<file path="src/rtl/pwm_bank.sv">
// pwm_bank: multi-channel edge/center-aligned PWM with a shared prescaler and counter.
// Duties are double-buffered and transfer to the active set when the counter enters 0.
module pwm_bank #(
  parameter int WIDTH = 8,
  parameter int CHANNELS = 4,
  parameter int PRESCALE_BITS = 4
) (
  input  logic                      clk,
  input  logic                      reset,
  input  logic                      enable,
  input  logic                      center_mode,
  input  logic [PRESCALE_BITS-1:0]  prescale,
  input  logic [CHANNELS*WIDTH-1:0] duty,
  input  logic [CHANNELS-1:0]       duty_load,
  output logic [CHANNELS-1:0]       pwm_out,
  output logic                      period_start
);
  localparam logic [WIDTH-1:0] MAX = '1;
  localparam logic [WIDTH-1:0] ONE = WIDTH'(1);
  logic [PRESCALE_BITS-1:0] psc;
  logic [WIDTH-1:0] cnt, cnt_nxt;
  logic [CHANNELS-1:0][WIDTH-1:0] shadow, active, act_nxt;
  logic [CHANNELS-1:0] pwm_nxt;
  logic run, mode, down, down_nxt, tick, bound;
  // The first enabled cycle after idle counts as a boundary so a fresh period starts there.
  always_comb begin
    tick = psc >= prescale;
    bound = !run || (tick && (mode ? down && cnt == ONE : cnt == MAX));
    cnt_nxt = bound ? '0 : !tick ? cnt : (mode && (down || cnt == MAX)) ? cnt - ONE : cnt + ONE;
    down_nxt = !bound && (down || (tick && mode && cnt == MAX));
    act_nxt = bound ? shadow : active;
    pwm_nxt = '0;
    for (int i = 0; i < CHANNELS; i++) pwm_nxt[i] = cnt_nxt < act_nxt[i];
  end
  always_ff @(posedge clk or posedge reset)
    if (reset) begin
      psc <= '0;
      cnt <= '0;
      down <= 1'b0;
      mode <= 1'b0;
      run <= 1'b0;
      shadow <= '0;
      active <= '0;
      pwm_out <= '0;
      period_start <= 1'b0;
    end else begin
      for (int i = 0; i < CHANNELS; i++)
        if (duty_load[i]) shadow[i] <= duty[i*WIDTH +: WIDTH];
      run <= enable;
      psc <= (!enable || bound || tick) ? '0 : psc + 1'b1;
      cnt <= enable ? cnt_nxt : '0;
      down <= enable && down_nxt;
      mode <= (!enable || bound) ? center_mode : mode;
      active <= enable ? act_nxt : shadow;
      pwm_out <= enable ? pwm_nxt : '0;
      period_start <= enable && bound;
    end
endmodule

</file>
<file path="config.mk">
export PLATFORM = sky130hd
export DESIGN_NAME = pwm_bank
export DESIGN_NICKNAME = d
export VERILOG_FILES = /design/src/rtl/pwm_bank.sv
export SDC_FILE = /design/constraint.sdc
export NUM_CORES = 1
export LEC_CHECK = 0
export ABC_AREA = 0
export CAP_MARGIN = 5
export CORE_ASPECT_RATIO = 1.2
export CORE_MARGIN = 4
export CORE_UTILIZATION = 55
export DETAILED_ROUTE_END_ITERATION = 16
export PLACE_DENSITY = 0.78
export SLEW_MARGIN = 20
export SYNTH_ARGS = -nofsm -noshare
export SYNTH_HDL_FRONTEND = slang
export SYNTH_SLANG_ARGS = --single-unit
</file>
<file path="constraint.sdc">
create_clock -name clk -period 3.82 [get_ports clk]
set_clock_uncertainty 0.1 [all_clocks]
set_input_delay 0.764 -clock clk [delete_from_list [all_inputs] [get_ports clk]]
set_output_delay 0.764 -clock clk [all_outputs]
set_load 0.01 [all_outputs]
</file>
==> results.cfg <==
[sta]
max_freq_mhz = 277
grt_setup_unrepaired = false
tightest_slew_ns = 0.493
hold_viol = 0
relSlewSlack_pct = 66.3
fin_crit_sh_pct = 94.4
fin_crit_ns = 3.61
finalSetupViolCount = 0
hold_ws_ns = 0.396
slew_viol_final = 0

[layout]
drive_gt1_share_pct = 25.3
n_antenna_cell = 0
multi_input_area_mm2 = 0.00246
design_area_mm2 = 0.00579
final_cells = 615
final_core_util_pct = 69.8
fill_cells = 642
final_cell_mix = dfrtp_1, mux2_2, clkdlybuf4s50_1, buf_4, ha_1
final_nets = 576
area_growth_syn_to_layout_pct = 21.5
seq_area_mm2 = 0.00210
final_common_cell = dfrtp_1

[setup_path]
cpLargestDelayFamily = compound AO/OA/AOI/OAI gates
worstPathBufferInverterCount = 5
cp_common_cell = buf_4
cp_cell_sequence = clkdlybuf4s50_1, ha_1, nand2b_1, buf_4, a2111oi_2, buf_4, buf_4, o31ai_1, o41a_1, a21oi_1, buf_4, ha_1, a211oi_1, o21ai_0, a21oi_1
crit_arrival_ns = 3.80
slowest_delay_ns = 0.40
crit_required_ns = 4.01
cp_slowest_cell = clkdlybuf4s50_1
crit_type = input port to register
critPathCaptureType = register
crit_fanout = 8
cp-start-kind = input port

[clock_network]
clk_pin_slew_worst_paths_ns = 0.09
cts_buffers = 9
htree_levels = 3
holdBufCountCts = 0
cts-root-buf = clkbuf_8
clock_latency_ns = 0.36
cts_tree = yes
cts.repair.resized = 0
ctsLongestPathBuffers = 2
cts.sinks = 84

[route]
firstDrtPassIters = 4
wl_per_cell_um = 18.3
drc = 0
ant_nets = 0
viasPerCell = 5.78
num_vias = 3553
wirelength_um = 11200
drt-initial-drc-count = 157

[global_routing]
track_usage_pct = 23.3
grt_pass1_wl_um = 18500
grt_pass1_vias = 3760
grt_overflow = 0
antenna_found_initial = 0
grt_max_degree = 30

[floorplan]
fp.dieH_um = 110
core_mm2 = 0.00829
placementRows = 36
start_util_pct = 57.5
io_pins = 49
die_w_um = 93.0
fp.dieArea_mm2 = 0.0102

[job]
drv_cap = 0

[yosys]
syn_area_per_cell_um2 = 11.4
synth_seq_cells = 84
synth-warning-count = 0
synthCells = 417
synth.area.top_cells = dfrtp_1, mux2_2, ha_1
yosys.area.top_type = dfrtp_1
seq_area_frac_synth_pct = 44.1
synth.distinct_cells = 49
syn-num-nets = 497
synth_top_area_share_pct = 44.1
syn_area_mm2 = 0.00476

[pwr]
vdd_drop_max_uv = 333
cellLeakagePower_nw = 2.60
power_density_mw_per_mm2 = 344

[run_status]
status = complete, no violations

[place]
routabilityCongestion = 0.893
place_inst = 591
hpwl_um = 8440
placed_area_mm2 = 0.00553
port_buffers = 48

[worst_hold_path]
hold_path_class = register to register
cell families after synthesis:
logic type	Yosys count	synth area share (%)
multiplexers	89	20.3
flip-flops	84	44.1
AO/OA/AOI/OAI	83	11.8
AND/OR/NAND/NOR	80	8.83
buffers and inverters	39	4.41
adder cells (fa/ha/maj)	36	9.46
XOR/XNOR	6	1.10
routing by layer:
layer / global-route usage, % / vias up / share of wire, %
li1: - / 1690 / -
met1: 27.7 / 1756 / 41
met2: 42.3 / 85 / 53
met3: 4.04 / 22 / 4.1
met4: 8.59 / 0 / 2.4
met5: 0 / - / 0
stage by stage:
step | setup TNS, ns | setup WS [ns] | total power, mW
6_report | 0 | 0.214 | 1.99
5_1_grt | 0 | 0.0187 | 2.09
4_1_cts | 0 | 0.00473 | 2.00
3_5_place_dp | -0.640 | -0.234 | 1.40
3_3_place_gp | -0.277 | -0.0905 | 1.38
2_1_floorplan | 0 | 0.241 | 1.26
cell type report:
type / instances / share of cell area [%]
Multi-Input combinational cell: 294 / 42.5
Sequential cell: 84 / 36.3
Timing Repair Buffer: 90 / 14.4
Tap cell: 114 / 2.47
Clock buffer: 10 / 2.38
Inverter: 17 / 1.12
Clock inverter: 6 / 0.822
repair_timing:
action,in CTS,in global routing
buffers inserted,0,8
pin swaps,1,1
endpoints found under the setup margin,1,4
final timing paths:
check                        endpoint   startpoint  cells after the start  slack (ns)
max in group asynchronous      cnt[7]        reset                      3        2.21
min reg2reg                    psc[0]       psc[0]                      1        0.40
max reg2reg                pwm_out[1]       cnt[3]                     12        0.39
min                            psc[0]       psc[0]                      1        0.40
min in group asynchronous        down        reset                      2        0.64
max                        pwm_out[1]  prescale[0]                     15        0.21
sequential cells by signal, indices dropped and copies added, names as in the netlist:
signal	cells
shadow	32
active	32
mode	1
period_start	1
cnt	8
run	1
down	1
pwm_out	4
psc	4
cell usage after synthesis (all sizes together):
cell type and count:
a2111oi 3, a211o 1, ha 36, or4 3
mux2 61, or2 1, xor2 1, and4 1
a31oi 2, a32oi 1, xnor2 5, o2111ai 4
o31ai 2, nand4bb 1, nand2 16, nand2b 6
buf 9, or3 4, o41a 1, o22ai 7
inv 17, and3 3, a31o 1, nand3b 1
nor4 2, o21a 1, a2bb2oi 1, o211a 4
a21oi 22, nor2 19, nand4 2, nor3 6
o41ai 1, nand3 12, o31a 4, a21o 8
o21ai 14, clkbuf 13, mux2i 28, dfrtp 84
a211oi 6, and2 3
report_power, final:
group | internal (mW) | switching, mW
combinational | 0.202 | 0.164
clock | 0.258 | 0.338
sequential | 0.972 | 0.0559
Note: power is estimated with default switching activity, not from simulation.
